--- src/rtl/spi_bus_arbiter.sv ---
// Round-robin owner selection and single-word SPI sequencer for several on-chip requesters.
// Drives chip select, a mode-0 serial clock and MSB-first data, and captures the returned word.
module spi_bus_arbiter #(
    parameter int NUM_REQ         = 2,
    parameter int DATA_WIDTH      = 8,
    parameter int DATA_CLK_PERIOD = 4
) (
    input  logic                            clk_in,
    input  logic                            rst_in,
    input  logic [NUM_REQ-1:0]              req_in,
    input  logic [NUM_REQ*DATA_WIDTH-1:0]   data_in,
    output logic [NUM_REQ-1:0]              grant_out,
    output logic                            busy_out,
    output logic [NUM_REQ-1:0]              done_out,
    output logic [DATA_WIDTH-1:0]           data_out,
    output logic                            chip_sel_out,
    output logic                            chip_clk_out,
    output logic                            chip_data_out,
    input  logic                            chip_data_in
);

    localparam int HALF  = DATA_CLK_PERIOD / 2;
    localparam int IDX_W = (NUM_REQ > 1) ? $clog2(NUM_REQ) : 1;
    localparam int CYC_W = $clog2(DATA_CLK_PERIOD);
    localparam int BIT_W = (DATA_WIDTH > 1) ? $clog2(DATA_WIDTH) : 1;

    typedef enum logic [1:0] {
        ST_IDLE  = 2'd0,
        ST_SHIFT = 2'd1,
        ST_DONE  = 2'd2
    } state_e;

    state_e                 state_q, state_d;
    logic [CYC_W-1:0]       cyc_q, cyc_d;
    logic [BIT_W-1:0]       bit_q, bit_d;
    logic [DATA_WIDTH-1:0]  tx_q, tx_d;
    logic [DATA_WIDTH-1:0]  rx_q, rx_d;
    logic [DATA_WIDTH-1:0]  data_q, data_d;
    logic [NUM_REQ-1:0]     grant_q, grant_d;
    logic [NUM_REQ-1:0]     done_q, done_d;
    logic [IDX_W-1:0]       owner_q, owner_d;
    logic [IDX_W-1:0]       last_grant_q, last_grant_d;
    logic                   busy_q, busy_d;
    logic                   sel_q, sel_d;
    logic                   sclk_q, sclk_d;
    logic                   mosi_q, mosi_d;

    logic                   win_found_s;
    logic [IDX_W-1:0]       win_idx_s;
    logic [IDX_W-1:0]       cand_s;
    logic                   hit_s;

    // Round-robin search: first requester at or after last_grant+1, wrapping.
    always_comb begin
        win_found_s = 1'b0;
        win_idx_s   = '0;
        cand_s      = '0;
        hit_s       = 1'b0;
        for (int k = 1; k <= NUM_REQ; k++) begin
            cand_s      = IDX_W'((int'(last_grant_q) + k) % NUM_REQ);
            hit_s       = !win_found_s && req_in[cand_s];
            win_idx_s   = hit_s ? cand_s : win_idx_s;
            win_found_s = win_found_s | hit_s;
        end
    end

    // Next-state and registered-output logic of the transaction sequencer.
    always_comb begin
        state_d      = state_q;
        cyc_d        = cyc_q;
        bit_d        = bit_q;
        tx_d         = tx_q;
        rx_d         = rx_q;
        data_d       = data_q;
        grant_d      = grant_q;
        done_d       = '0;
        owner_d      = owner_q;
        last_grant_d = last_grant_q;
        busy_d       = busy_q;
        sel_d        = sel_q;
        sclk_d       = sclk_q;
        mosi_d       = mosi_q;

        case (state_q)
            ST_IDLE: begin
                if (win_found_s) begin
                    state_d          = ST_SHIFT;
                    grant_d          = '0;
                    grant_d[win_idx_s] = 1'b1;
                    owner_d          = win_idx_s;
                    tx_d             = data_in[int'(win_idx_s)*DATA_WIDTH +: DATA_WIDTH];
                    mosi_d           = tx_d[DATA_WIDTH-1];
                    rx_d             = '0;
                    sel_d            = 1'b0;
                    busy_d           = 1'b1;
                    cyc_d            = '0;
                    bit_d            = '0;
                end else begin
                    state_d = ST_IDLE;
                end
            end
            ST_SHIFT: begin
                cyc_d = cyc_q + CYC_W'(1);
                if (cyc_q == CYC_W'(HALF - 1)) begin
                    sclk_d   = 1'b1;
                    rx_d     = rx_q << 1;
                    rx_d[0]  = chip_data_in;
                end else if (cyc_q == CYC_W'(DATA_CLK_PERIOD - 1)) begin
                    sclk_d = 1'b0;
                    cyc_d  = '0;
                    // Last falling edge closes the frame together with chip select.
                    if (bit_q == BIT_W'(DATA_WIDTH - 1)) begin
                        state_d         = ST_DONE;
                        sel_d           = 1'b1;
                        data_d          = rx_q;
                        done_d[owner_q] = 1'b1;
                        grant_d         = '0;
                        busy_d          = 1'b0;
                        last_grant_d    = owner_q;
                    end else begin
                        bit_d  = bit_q + BIT_W'(1);
                        tx_d   = tx_q << 1;
                        mosi_d = tx_d[DATA_WIDTH-1];
                    end
                end else begin
                    sclk_d = sclk_q;
                end
            end
            ST_DONE: begin
                state_d = ST_IDLE;
            end
            default: begin
                state_d = ST_IDLE;
            end
        endcase
    end

    // State and output registers; reset abandons any frame in flight.
    always_ff @(posedge clk_in or posedge rst_in) begin
        if (rst_in) begin
            state_q      <= ST_IDLE;
            cyc_q        <= '0;
            bit_q        <= '0;
            tx_q         <= '0;
            rx_q         <= '0;
            data_q       <= '0;
            grant_q      <= '0;
            done_q       <= '0;
            owner_q      <= '0;
            last_grant_q <= IDX_W'(NUM_REQ - 1);
            busy_q       <= 1'b0;
            sel_q        <= 1'b1;
            sclk_q       <= 1'b0;
            mosi_q       <= 1'b0;
        end else begin
            state_q      <= state_d;
            cyc_q        <= cyc_d;
            bit_q        <= bit_d;
            tx_q         <= tx_d;
            rx_q         <= rx_d;
            data_q       <= data_d;
            grant_q      <= grant_d;
            done_q       <= done_d;
            owner_q      <= owner_d;
            last_grant_q <= last_grant_d;
            busy_q       <= busy_d;
            sel_q        <= sel_d;
            sclk_q       <= sclk_d;
            mosi_q       <= mosi_d;
        end
    end

    assign grant_out     = grant_q;
    assign busy_out      = busy_q;
    assign done_out      = done_q;
    assign data_out      = data_q;
    assign chip_sel_out  = sel_q;
    assign chip_clk_out  = sclk_q;
    assign chip_data_out = mosi_q;

endmodule

--- config.mk ---
export PLATFORM = sky130hd
export DESIGN_NAME = spi_bus_arbiter
export DESIGN_NICKNAME = d
export VERILOG_FILES = /design/src/rtl/spi_bus_arbiter.sv
export SDC_FILE = /design/constraint.sdc
export NUM_CORES = 1
export LEC_CHECK = 0
export CAP_MARGIN = 0
export CORE_MARGIN = 2
export CORE_UTILIZATION = 54
export CTS_CLUSTER_DIAMETER = 30
export CTS_CLUSTER_SIZE = 40
export DETAILED_ROUTE_END_ITERATION = 6
export GPL_TIMING_DRIVEN = 0
export PLACE_DENSITY = 0.84
export SLEW_MARGIN = 40
export SYNTH_ARGS = -nofsm -noshare
export SYNTH_HDL_FRONTEND = slang
export SYNTH_SLANG_ARGS = --single-unit
--- constraint.sdc ---
create_clock -name clk_in -period 3.2 [get_ports clk_in]
set_input_delay 0.48 -clock clk_in [delete_from_list [all_inputs] [get_ports clk_in]]
set_output_delay 0.48 -clock clk_in [all_outputs]
set_load 0.01 [all_outputs]
Word level (Yosys, flattened, before mapping)
Index checks and enable logic that the tools add are counted.
{"block": "classes", "addsub": 4, "n_lt_le_gt_ge": 6, "eq_ne": 10, "n_shift": 1, "muxes": 58, "bitwise": 2, "reduce_logical": 15}
{"cell": "two-way mux 2 bit", "count": 14}
{"cell": "two-way mux 7 bit", "count": 4}
{"cell": "two-way mux 1 bit", "count": 23}
{"cell": "two-way mux 8 bit", "count": 2}
{"cell": "one-hot mux 8 bit (2 select lines)", "count": 1}
{"cell": "variable part select 16 x 5 -> 8 bit", "count": 1}
{"cell": "one-hot mux 7 bit (2 select lines)", "count": 1}
{"cell": "two-way mux 3 bit", "count": 4}
{"cell": "inequality test 2 bit, second input constant", "count": 6}
{"cell": "one-hot mux 2 bit (2 select lines)", "count": 3}
{"cell": "AND reduction 5 bit", "count": 2}
{"cell": "less-than comparator 1 x 2 -> 1 bit, second input constant", "count": 4}
{"cell": "one-hot mux 1 bit (2 select lines)", "count": 3}
{"cell": "one-hot mux 3 bit (2 select lines)", "count": 1}
{"cell": "AND reduction 2 bit", "count": 3}
{"cell": "AND reduction 3 bit", "count": 2}
{"cell": "== test 2 x 1 -> 1 bit, second input constant", "count": 2}
{"cell": "AND reduction 4 bit", "count": 1}
{"cell": "nonzero test 2 bit", "count": 2}
{"cell": "adder 3 x 1 -> 3 bit, second input constant", "count": 1}
{"cell": "== test 3 bit, second input constant", "count": 1}
{"cell": "logical AND 1 bit", "count": 3}
{"cell": "adder 1 bit, second input constant", "count": 2}
{"cell": "adder 2 x 1 -> 2 bit, second input constant", "count": 1}
{"cell": "other kinds (7)", "count": 9}
{"block": "totals", "regBits": 40, "in_bits": 21, "word_cells": 110}

Depth between registers and ports, before layout
Gate-level depths: netlist of run 1.
{"block": "logic_depth", "ltp_word": 12, "depth_mapped": 7}

Worst setup path before layout of run 1
OpenSTA, ideal clock, no wires.
{"block": "synth_path", "kind": "register -> register", "from": "register cyc_q[0]", "to": "register data_q[0] (netlist: data_out[0])", "setup_ps": 126, "arrival_ps": 1328, "required_ps": 3074, "slack_ps": 1746, "path_stages_with_launch": 7, "path_buffers": 1, "cell_sequence": "dfrtp_1 > ha_1 > nor2b_1 > nand3_4 > buf_2 > nand2_1 > o21ai_0"}
{"block": "synth_between", "elab_chain_len": 3, "word_cells_on_any_way": 4}
{"element": "start, declared", "line": "34", "text": "logic [CYC_W-1:0] cyc_q, cyc_d;"}
{"element": "start signal, assigned", "line": "157", "text": "cyc_q <= cyc_d;"}
{"element": "== test 2 x 1 -> 1 bit", "line": "104", "text": "if (cyc_q == CYC_W'(HALF - 1)) begin"}
{"element": "inverter 1 bit (no source line)"}
{"element": "AND reduction 4 bit (no source line) (*)"}
{"element": "end signal, assigned", "line": "161", "text": "data_q <= data_d;"}
{"element": "end, declared", "line": "38", "text": "logic [DATA_WIDTH-1:0] data_q, data_d;"}
Every way passes the cells marked *; elsewhere a longest branch is shown, timed or not.
A chain may end at the register's enable or synchronous reset.

Final worst setup path of run 1
{"block": "layout_path", "from": "register sel_q (netlist: chip_sel_out)", "to": "output port chip_sel_out"}
{"element": "start, declared", "line": "44", "text": "logic sel_q, sel_d;"}
{"element": "start signal, assigned", "line": "167", "text": "sel_q <= sel_d;"}
{"element": "end, declared", "line": "16", "text": "output logic chip_sel_out,"}
No word-level cell between the ends.

==> metrics.md, run 1 <==
| Metric | Value |
|---|---|
| Status | finished clean |
| Max Cap Viol | 0 |
| Root Buffer Master | clkbuf_4 |
| Post-synthesis mux area share | 0.628% |
| Seq cells post-synth | 40 |
| Via count of the routed design | 1,399 |
| Final Power | approximately 1.8 mW |
| Die width | 61.6 um |
| DRT met1 WL | around 1.5 mm |
| CTS tree | done |
| Vias in the first global route | ~1,400 |
| Multi-input gate area | 667 um^2 |
| Clock Sink Count | 40 |
| Syn Nets | a little under 200 |
| Initial Util | between 50% and 60% |
| Leak Pwr | 1.01 nW |
| Cell Area, Synth | 1790 um^2 |
| Critical path data arrival time | 1.42 ns |
| Final setup fails | 0 |
| Vias per cell | 5.44 |
| GRT overflow | 0 |
| Reg area | 1000 um^2 |
| Max Root-Sink Buffers | 2 |
| Max Fanout on Critical Path | 2 |
| Time the worst path needs with I/O delays and setup | 1.90 ns |
| DIE AREA | 3790 um^2 |
| DRC viols | 0 |
| Flop2flop setup slack | 1.50 ns |
| Clock transition at path regs | 0.11 ns |
| CP delay by family, top | flip-flops |
| Switching share of power | 36.1% |
| Synth Area in XOR/XNOR | 0% |
| RSZ-0062 raised after global routing | no |
| Reg2reg start | cyc_q[0] |
| Compound-Gate Fraction of Synth Area | between 10% and 20% |
| Cts hold-fix bufs | 0 |
| # IOs | 37 |
| First-pass GRT wire length | between 5 and 6 mm |
| Synth Area in Adders | 3.49% |
| Antenna Nets Post-Route | 0 |
| Total setup buffers inserted after CTS | 0 |
| Synth cell types | 34 |
| Clock network fraction of total power | between 10% and 20% |
| Simple-gate share of the synthesized area | 15.0% |
| CTS H-tree lvls | 2 |
| Fin nets | 238 |
| Most frequent cells in the layout | 38 x dfrtp_1, 36 x clkdlybuf4s50_1, 21 x o21ai_0 |
| Detail Placement HPWL | around 2.7 mm |
| Sequential share of power | between 40% and 50% |
| Met2 Wirelength | 1.82 mm |
| Wire per inst | 13.7 um |
| Slew at the pin with the worst max-slew slack | a little over 0.6 ns |
| Initial drt markers | 79 |
| Setup CP Type | register to primary output |
| Routability cong. | 0.831 |
| Share of layout cells above drive strength 1 | between 10% and 20% |
| Site Rows | 20 |
| Area grow syn2layout | 28.2% |
| Final core occ | 74.0% |
| Reg2Reg Depth | 6 |
| All-layer global routing usage | approximately a fifth |
| Tcrit/Tclk final | 59.2% |
| Total net switching power | 0.663 mW |
| CP endpoint kind | primary output |
| Wirelength, routed | 3.52 mm |
| Seq/Total Area, Yosys | a little under three fifths |
| Post-cts sizing count | 0 |
| Clk_skew | about 0.01 ns |
| Initial antenna violation count | 0 |
| Slowest-stage cell, CP | dfstp_2 |
| Pre-Repair DR Iteration Count | 5 |
| Crit-path cells | clkdlybuf4s50_1 |
| Data required, critical path | 2.72 ns |
| Startpoint types | register |
| Combinational share of power | between 40% and 50% |
| Synthesis Warnings | 0 |
| Power Density | 800 nW/um^2 |
| Post-synthesis area per instance | 10.7 um^2 |
| Max Clk Rate | 0.527 GHz |
| Core footprint | between 3000 and 4000 um^2 |
| Filler cell count | roughly 250 |
| Worst Path Buf+Inv | 1 |
| Clock latency on the worst-skew pair | between 0.3 and 0.4 ns |
| HP Class | input port to async pin |
| Hold Vio Cnt, Final | 0 |
| Gate Count Post-Synth | 168 |
| Slew Viols, Final | 0 |
| Max transition margin | 58.0% |
| Largest net degree at the start of global routing | 27 |
| Main combinational cell family by area after synthesis | compound AO/OA/AOI/OAI gates |
| DR top layer | met4 |
| R2R Path End | data_out[0] |
| Peak VDD IR | 0.000411 V |
| Fin Setup TNS | 0 ns |
| Met3 Wirelength | between 150 and 200 um |
| Commonest non-fill, non-tap cell in the layout | dfrtp_1 |
| Total CTS buffers | 5 |
| Max stage delay on crit path | 0.55 ns |
| Chip height | ~60 um |
| # port buffers | 36 |
| ANT cells | 0 |
| Internal | 1.18 mW |
-- cell families after synthesis --
family	count (synthesis)
and+or+nand+nor	50
adders and majority gates	5
AOI/OAI and AO/OA	50
buffers and inverters	22
muxes	1
DFF	40
-- power by group through the flow --
| stage | sequential, mW | combinational (mW) | clock [mW] |
|---|---|---|---|
| CTS | 0.788 | 0.796 | 0.272 |
| floorplan | 0.797 | 0.516 | 0 |
| global route | 0.807 | 0.888 | 0.288 |
| global placement | 0.783 | 0.750 | 0 |
| detailed placement | 0.799 | 0.791 | 0 |
| finish | 0.789 | 0.786 | 0.264 |
-- through the flow --
step	setup slack, ns	std cells	instance area, um^2	hold WS (ns)
finish	1.30	257	2300	0.407
detailed placement	1.12	249	2230	0.475
CTS	1.28	257	2300	0.405
global route	1.25	257	2300	0.440
floorplan	1.75	168	1790	0.436
global placement	1.06	248	2210	0.465
-- worst max path at each step --
stage | start | endpoint | slack [ns] | depth (start not counted)
2_1_floorplan | cyc_q[0] | data_out[0] | 1.75 | 6
3_5_place_dp | req_in[1] | chip_data_out | 1.12 | 5
4_1_cts | chip_sel_out | chip_sel_out | 1.28 | 1
3_3_place_gp | rst_in | tx_q[0] | 1.06 | 2
6_report | chip_sel_out | chip_sel_out | 1.30 | 1
5_1_grt | chip_sel_out | chip_sel_out | 1.25 | 1
-- cell usage after synthesis --
cell,instances,area share [%]
dfrtp_1,38,53
o21ai_0,21,5.9
inv_1,14,2.9
nor2_1,14,2.9
a21oi_1,11,3.1
nand3_1,11,3.1
nand2_1,10,2.1
a222oi_1,7,3.9
ha_1,5,3.5
buf_4,4,1.7
buf_6,3,1.9
nor3_1,3,0.84
a22o_1,2,0.98
dfstp_2,2,2.9
nor2_2,2,0.70
nor2b_1,2,0.70
o22ai_1,2,0.70
a21bo_2,1,0.56
a21boi_1,1,0.42
a21o_1,1,0.42
a22oi_1,1,0.42
and2_1,1,0.35
and3_1,1,0.35
buf_2,1,0.28
mux2_2,1,0.63
nand2b_1,1,0.35
nand3_4,1,0.98
nand4bb_1,1,0.63
nor2b_4,1,0.77
nor3_4,1,0.91
o21bai_1,1,0.42
o31ai_1,1,0.42
o32ai_2,1,0.91
or2_2,1,0.35
-- state kept, by name, indices dropped and copies added (netlist names), 2 cells and up --
signal and cells:
tx_q 7, state_q 2, grant_out 2, rx_q 8, done_out 2, cyc_q 2, bit_q 3, data_out 8
-- metal layers --
metal	GRT usage, %	up-vias
met4	9.12	0
met3	4.41	5
met1	25.3	677
met2	37.1	42
met5	0	-
li1	-	675
-- final cells by class --
cell class,count,share of cell area (%)
plain buffers,8,3.00
clock buffers,7,2.40
clock inverters,1,0.327
inverters,14,2.29
multi-input cells,106,29.0
flip-flops and latches,40,43.7
well taps,44,2.40
repair buffers,37,16.9
-- worst reg2reg max path, cell delays in order, from the launching register on --
cell,delay [ns]
dfrtp_1,0.44
ha_1,0.27
nor2b_1,0.34
nand3_4,0.18
buf_2,0.21
nand2_1,0.08
o21ai_0,0.08
(Power assumes the default switching activity.)
==> run 2, diff against run 1 <==
CORE_UTILIZATION = 50   (was 54)
PLACE_DENSITY = 0.78   (was 0.84)
clock period = 1.8 ns   (was 3.2 ns; I/O delays follow)
==> metrics.md, run 2 (synthesized netlist as in run 1, its figures left out) <==
| Metric | Value |
|---|---|
| Finished Cell Area | 2300 um^2 (+0.22%) |
| All-layer global routing usage | 19.4% (-1.9 points) |
| RSZ-0062 raised after global routing | no |
| Total setup buffers inserted after CTS | 0 (unchanged) |
| # IOs | 37 (unchanged) |
| HP Class | input port to async pin |
| Slowest-stage cell, CP | dfstp_2 |
| Clock latency on the worst-skew pair | 0.34 ns (about the same) |
| Clock transition at path regs | 0.12 ns (about the same) |
| Multi-input gate area | 669 um^2 (+0.38%) |
| Area after DPL | 2240 um^2 (+0.11%) |
| Pre-Repair DR Iteration Count | 4 (-1) |
| Reg area | 1000 um^2 (unchanged) |
| Tcrit/Tclk final | 93.9% |
| Crit-path cells | clkdlybuf4s50_1 |
| Most frequent cells in the layout | 38 x dfrtp_1, 36 x clkdlybuf4s50_1, 21 x o21ai_0 |
| First-pass GRT wire length | 6.21 mm (+6.3%) |
| Cts hold-fix bufs | 0 (unchanged) |
| Wirelength, routed | 3.55 mm (+0.79%) |
| # port buffers | 36 (unchanged) |
| Critical path data arrival time | 1.42 ns (about the same) |
| CTS tree | done |
| WHS | 0.257 ns (-0.150 ns) |
| Max Root-Sink Buffers | 2 (unchanged) |
| Time the worst path needs with I/O delays and setup | approximately 1.7 ns |
| Detail Placement HPWL | 2.66 mm (-1.6%) |
| Combinational share of power | 42.8% (about the same) |
| Max Clk Rate | 0.592 GHz |
| DRC viols | 0 (unchanged) |
| Internal | 2.10 mW (+78%) |
| Wire per inst | 13.7 um (about the same) |
| Data required, critical path | 1.53 ns (-1.19 ns) |
| Filler cell count | 265 (+6.9%) |
| Initial antenna violation count | 0 (unchanged) |
| Slew at the pin with the worst max-slew slack | 0.646 ns (+0.0237 ns) |
| Hold Vio Cnt, Final | 0 (unchanged) |
| Sequential share of power | 42.5% (-0.4 points) |
| Share of layout cells above drive strength 1 | 13.6% (+0.47 points) |
| Site Rows | 21 (+5.0%) |
| Total CTS buffers | 5 (unchanged) |
| Largest net degree at the start of global routing | 22 (-19%) |
| Max stage delay on crit path | 0.55 ns (about the same) |
| ANT cells | 0 (unchanged) |
| Chip height | 63.9 um (+3.7%) |
| Clock network fraction of total power | 14.6% (+0.3 points) |
| Root Buffer Master | clkbuf_4 |
| CP endpoint kind | primary output |
| Vias per cell | 5.47 (+0.43%) |
| Initial Util | 52.9% (-4.9 points) |
| Peak VDD IR | 0.000815 V (+98%) |
| Total net switching power | 1.19 mW (+79%) |
| CP delay by family, top | flip-flops |
| Slew Viols, Final | 0 (unchanged) |
| Die width | 63.9 um (+3.7%) |
| Via count of the routed design | 1,416 (+1.2%) |
| Switching share of power | 36.1% (+0.077 points) |
| Routability cong. | 0.793 (-4.5%) |
| Leak Pwr | 1.01 nW (about the same) |
| Max Cap Viol | 0 (unchanged) |
| Max transition margin | 56.5% (-1.6 points) |
| Max Fanout on Critical Path | 2 (unchanged) |
| Area grow syn2layout | 28.5% |
| DIE AREA | 4080 um^2 (+7.5%) |
| Core footprint | 3390 um^2 (+9.2%) |
| Status | finished clean |
| Vias in the first global route | 1,421 (+3.7%) |
| Antenna Nets Post-Route | 0 (unchanged) |
| Setup CP Type | register to primary output |
| Worst Path Buf+Inv | 1 (unchanged) |
| GRT overflow | 0 (unchanged) |
| Clk_skew | 0.0147 ns (+0.00469 ns) |
| Clock Sink Count | 40 (unchanged) |
| CTS H-tree lvls | 2 (unchanged) |
| Startpoint types | register |
| Initial drt markers | 113 (+43%) |
| Power Density | 1420 nW/um^2 (+78%) |
| Commonest non-fill, non-tap cell in the layout | dfrtp_1 |
| Final setup fails | 0 (unchanged) |
| Fin nets | 238 (unchanged) |
-- run 2: cell types whose count changed in the layout (fill, tap and decap cells not counted) --
cell | previous run | this run
nor2b_1 | 2 | 1
nor2b_2 | 0 | 1
-- run 2: worst paths after layout --
| kind | from | to | slack [ns] | depth (start not counted) |
|---|---|---|---|---|
| min | rst_in | rx_q[4] | 0.26 | 2 |
| min reg2reg | data_out[6] | data_out[6] | 0.49 | 2 |
| min in group clk_in | data_out[6] | data_out[6] | 0.49 | 2 |
| max | chip_sel_out | chip_sel_out | 0.11 | 1 |
| max in group asynchronous | rst_in | chip_sel_out | 1.01 | 3 |
| max reg2reg | cyc_q[0] | tx_q[4] | 0.17 | 5 |
-- run 2: final cells by class --
class,count,area share (%)
multi-input cells,106,29.1
clock buffers,7,2.39
inverters,14,2.28
clock inverters,1,0.326
well taps,46,2.50
flip-flops and latches,40,43.6
plain buffers,8,2.99
repair buffers,37,16.8
-- run 2: timing repair --
| item | CTS | global route |
|---|---|---|
| resized for setup | 0 | 1 |
| setup endpoints to repair | 0 | 2 |
| endpoints found under the hold margin | 0 | 0 |
-- run 2: metal layers --
layer	track usage [%]	wire, um	part of all wire (%)	vias to the layer above
met3	5.99	198	5.6	4
met5	0	0	0	-
met2	33.3	1800	51	49
met1	23.9	1520	43	687
met4	4.08	35	0.99	0
li1	-	-	-	676
-- run 2: through the flow --
stage / setup TNS, ns / worst slack (ns) / instances / util (%) / power [mW]
2_1_floorplan: 0 / 0.346 / 168 / - / 2.34
5_1_grt: 0 / 0.0403 / 259 / 67.9 / 3.53
4_1_cts: 0 / 0.0830 / 259 / 67.8 / 3.30
3_3_place_gp: -5.68 / -0.150 / 250 / 65.2 / 2.73
3_5_place_dp: -0.157 / -0.0741 / 251 / 66.0 / 2.82
6_report: 0 / 0.110 / 259 / 67.9 / 3.28
-- run 2: power groups by stage --
stage / clock network (mW) / logic [mW] / registers [mW]
6_report: 0.480 / 1.41 / 1.40
5_1_grt: 0.530 / 1.57 / 1.44
4_1_cts: 0.491 / 1.41 / 1.40
3_5_place_dp: 0 / 1.40 / 1.42
3_3_place_gp: 0 / 1.34 / 1.39
2_1_floorplan: 0 / 0.918 / 1.42
